### config.mk
export PLATFORM = sky130hd
export DESIGN_NAME = lfsr
export DESIGN_NICKNAME = d
export VERILOG_FILES = /design/src/rtl/lfsr.sv
export SDC_FILE = /design/constraint.sdc
export NUM_CORES = 1
export LEC_CHECK = 0
export ABC_AREA = 1
export BUFFER_PORTS_ARGS = -buffer_cell sky130_fd_sc_hd__buf_2
export CAP_MARGIN = 40
export CORE_AREA = 4 4 41 43
export CTS_CLUSTER_SIZE = 16
export DETAILED_ROUTE_END_ITERATION = 10
export DIE_AREA = 0 0 45 47
export PLACE_DENSITY = 0.72
export SLEW_MARGIN = 20
export SYNTH_ARGS = -nofsm -noshare
export SYNTH_HDL_FRONTEND = slang
export SYNTH_SLANG_ARGS = --single-unit
### constraint.sdc
create_clock -name clk -period 2.2 [get_ports clk]
set_input_delay 0.44 -clock clk [delete_from_list [all_inputs] [get_ports clk]]
set_output_delay 0.44 -clock clk [all_outputs]
set_load 0.02 [all_outputs]
### src/rtl/lfsr.sv
// rtl/lfsr.sv - 16-bit maximal-length Fibonacci LFSR with lockup recovery
module lfsr #(
    parameter logic [15:0] SEED = 16'hACE1
) (
    input  logic       clk,
    input  logic       rst,
    output logic       rand_bit,
    output logic [4:0] data
);

    // Power-up value comes from the register initialiser so the generator runs without a reset pulse.
    logic [15:0] state = SEED;
    logic        fb;
    logic [15:0] next_state;

    always_comb begin
        fb         = state[15] ^ state[13] ^ state[12] ^ state[10];
        next_state = {state[14:0], fb};
    end

    // The all-zero state is a fixed point of the shift, so it is escaped by reloading SEED.
    always_ff @(posedge clk) begin
        if (rst) begin
            state <= SEED;
        end else if (state == 16'h0000) begin
            state <= SEED;
        end else begin
            state <= next_state;
        end
    end

    assign rand_bit = state[0];
    assign data     = state[4:0];

endmodule

After elaboration in Yosys (flattened, before gate mapping)
Cells that the tools add are included.
{"block": "classes", "bitwise": 3, "n_reduce_logical": 2}
{"op": "$logic_not 16->1", "n": 1}
{"op": "$xor 1x1->1", "n": 3}
{"op": "$reduce_or 2->1", "n": 1}
{"block": "totals", "regBits": 16, "input_bits": 2, "out_inout_bits": 6, "elab_cells": 6}

Depth between registers and ports, before layout
{"block": "logic_depth", "word_depth": 3, "depth_mapped": 6, "ltp_nobuf": 6}

Least setup slack after synthesis
Ideal clock, no wire load.
{"block": "synth_timing", "path_kind": "reg2out", "from": "register state[0]", "to": "output data[0]", "arrival_time_ps": 638, "required_time_ps": 1760, "setup_slack_ps": 1122, "stages_incl_launch_ff": 2, "n_path_buf": 1, "path_cell_list": "dfxtp_1 > buf_4"}
{"item": "start, declared", "line_no": "12", "rtl": "logic [15:0] state = SEED;"}
{"item": "start signal, assigned", "line_no": "28", "rtl": "state <= next_state;"}
{"item": "end, declared", "line_no": "8", "rtl": "output logic [4:0] data"}
No word-level cell between the ends.

Worst setup path after layout
{"block": "layout_timing", "from": "register state[0]", "to": "output data[0]"}
No word-level cell between the ends.

==> results_dict.tcl <==
set metrics [dict create \
    drtIter0Drc 5 \
    period_needed_ps 1310 \
    worst-r2r-setup-slack_ps 1130 \
    post_synth_inst_count 69 \
    dr.pass1.iters 3 \
    max_flop_register "state" \
    slowest_delay_ps 400 \
    worst_ir_drop_on_vdd_v 0.0003071 \
    clk_pin_slew_ps 80 \
    avgSynthCellArea_sq_um 8.777 \
    outcome "finished, final reports clean" \
    critical_path.endpoint_type "output pin" \
    cts.sinks 16 \
    distinct_cells_synth 12 \
    remaining_drc_errors 0 \
    layout_top_registers "state (16)" \
    fin_setup_tns_ps 0 \
    route.detailed.wl_per_inst_microns 10.13 \
    synth_top_family_by_area "simple AND/OR/NAND/NOR gates" \
    portbufs 7 \
    synth.area.mux_share_pct 0 \
    worstPathRequired_ps 1760 \
    sw_frac_of_total_pct 25.02 \
    internal_power_uw 397.7 \
    multi_input_area_sq_um 214.0 \
    post-route-util_pct 49.52 \
    ctsHoldBuffers 0 \
    dpl.cell_count 86 \
    hp-class "register to register" \
    yosysWarningCount 0 \
    critical_path.endpoint "data[0]" \
    floorplan.die_area_sq_um 2115 \
    dp.final_hpwl_microns 670.7 \
    detail-route-antenna-nets 0 \
    vias 394 \
    routed_wire_length_microns 902 \
    critical_path.n_buffers_inverters 1 \
    grt_pass1_wl_mm 1.552 \
    crit_path_from "state[0]$_SDFF_PP1_" \
    cpLargestDelayFamily "flip-flops" \
    critical_path_peak_fanout 4 \
    total_placed_instance_area_sq_um 621.8 \
    place.gp.congestion 0.7398 \
    grt_setup_unrepaired "false" \
    timing.max_slew.rel_slack_pct 82.12 \
    cts_setup_buffers 0 \
    die_h_microns 47 \
    synth_to_final_area_change_pct 6.405 \
    clockPowerShare_pct 27.6 \
    synth.area.top_cells "dfxtp_1 53%, nor2_1 9.9%, nand3b_1 8.7%" \
    tritoncts.num_buffers 3 \
    path_cells "buf_2" \
    antenna_found_initial 0 \
    cts_resized 0 \
    via_per_inst 4.427 \
    globalRouteTotalUtil_pct 10.78 \
    grt_start_max_net_pins 10 \
    grt_pass1_vias 377 \
    tightestPinTransition_ps 266.5 \
    p_leak_nw 0.3173 \
    final_min_period_over_clock_period_pct 59.52 \
    clock_insertion_delay_worst_skew_ps 280 \
    synth_seq_cells 16 \
    worst_r2r_path_cells 6 \
    p_seq_share_pct 61.4 \
    synth_adder_area_share_pct 0 \
    number_of_filler_cells_placed_in_the_layout 131 \
    final_std_cell_area_no_fill_sq_um 644.4 \
    finalNonFillerCells 89 \
    drive_gt1_share_pct 18.92 \
    critPathArrivalTime_ps 870 \
    synth_seq_area_share_pct 52.89 \
    cts-root-to-sink-buffers 2 \
    number_of_flip_flops_under_the_largest_register_name 16 \
    synth.cell_area_sq_um 605.6 \
    synth_top_cell_by_area "dfxtp_1" \
    cts_root_buffer "clkbuf_4" \
    max_freq_mhz 763.6 \
    combPwrFrac_pct 11.1 \
    parity_gate_share_of_the_synthesized_area_counting_xor_and_xnor_cells_pct 5.785 \
    worstSetupPathDepth 1 \
    maxCapViolations 0 \
    r2r_end "state[1]$_SDFF_PP0_" \
    cpMaxStageDelayCell "dfxtp_1" \
    setup_clock_skew_after_layout_ps 3.415 \
    boundaryPins 8 \
    num_rows 13 \
    die_x_microns 45 \
    switching_power_uw 132.7 \
    h-tree-depth 1 \
    cts_tree "done" \
    area_share_of_the_leading_cell_type_in_the_synthesized_netlist_pct 52.89 \
    finish.net_count 78 \
    initial_core_util_pct 46.54 \
    core_region_area_sq_um 1301 \
    antenna-diode-count 0 \
    synthSimpleGateAreaFrac_pct 29.55 \
    power_density_nw_per_um2 823.0 \
    path_class "register to output pin" \
    grt_overflow_total 0 \
    report.final.slew_viol_count 0 \
    synth_compound_area_share_pct 0 \
    crit-reg2reg-launch "state[12]$_SDFF_PP0_" \
    cp-start-kind "register" \
    synth_nets 71 \
    regArea_sq_um 320.3 \
    hold_viol 0 \
    setup_viol 0 \
]
[logic make-up after synthesis]
| kind of cell | count (synthesis) |
|---|---|
| and+or+nand+nor | 35 |
| xor gates and xnor gates | 4 |
| DFF | 16 |
| buffers and inverters | 14 |
[layout by cell type, fill, tap and decap left out, drive strengths merged]
| cell | netlist | routed |
|---|---|---|
| nand3 | 1 | 1 |
| inv | 8 | 8 |
| dfxtp | 16 | 16 |
| xnor2 | 2 | 2 |
| nand3b | 7 | 7 |
| clkinv | 1 | 1 |
| buf | 5 | 7 |
| xor2 | 2 | 2 |
| nand2 | 9 | 9 |
| nor2 | 18 | 18 |
| clkbuf | 0 | 3 |
[synthesized netlist by cell type]
master	instances
dfxtp_1	16
nor2_1	16
xor2_1	2
nand2_1	7
buf_4	5
nand2_4	2
nand3b_1	7
inv_1	8
xnor2_1	2
clkinv_1	1
nor2_2	2
nand3_1	1
[layout make-up]
| class | instances | area share (%) |
|---|---|---|
| Clock buffer | 3 | 3.495 |
| Timing Repair Buffer | 7 | 5.437 |
| Tap cell | 15 | 2.913 |
| Multi-Input combinational cell | 39 | 33.20 |
| Inverter | 9 | 5.243 |
| Sequential cell | 16 | 49.71 |
[per-stage QoR]
| step | worst slack [ps] | hold slack [ps] | total power, mW |
|---|---|---|---|
| final | 890.5 | 432.1 | 0.5303 |
| after floorplan | 1122 | 408.3 | 0.3822 |
| after global placement | 1108 | 417.3 | 0.3902 |
| after global routing | 851.5 | 459.0 | 0.5562 |
| after detailed placement | 1075 | 421.8 | 0.3915 |
| after CTS | 888.1 | 434.6 | 0.5362 |
[routing by layer]
layer / up-vias / track usage [%] / wire, microns
met5: - / 0 / 0
met4: 0 / 10.53 / 39
met3: 5 / 2.299 / 33
met2: 9 / 13.56 / 349
met1: 168 / 14.79 / 480
li1: 212 / - / -
[power groups by stage]
| stage | combinational (mW) | sequential [mW] | clock, mW |
|---|---|---|---|
| 2_1_floorplan | 0.0512 | 0.331 | 0 |
| 3_3_place_gp | 0.0591 | 0.331 | 0 |
| 3_5_place_dp | 0.0595 | 0.332 | 0 |
| 4_1_cts | 0.0598 | 0.325 | 0.151 |
| 5_1_grt | 0.0671 | 0.328 | 0.161 |
| 6_report | 0.0586 | 0.325 | 0.146 |
[how the worst min path moves through the flow]
stage / start / end / depth (start not counted)
2_1_floorplan: state[11]$_SDFF_PP1_ / state[12]$_SDFF_PP0_ / 2
3_3_place_gp: state[11]$_SDFF_PP1_ / state[12]$_SDFF_PP0_ / 2
3_5_place_dp: state[11]$_SDFF_PP1_ / state[12]$_SDFF_PP0_ / 2
4_1_cts: state[11]$_SDFF_PP1_ / state[12]$_SDFF_PP0_ / 2
5_1_grt: state[11]$_SDFF_PP1_ / state[12]$_SDFF_PP0_ / 2
6_report: state[11]$_SDFF_PP1_ / state[12]$_SDFF_PP0_ / 2
Power figures use the tool's default switching activity.
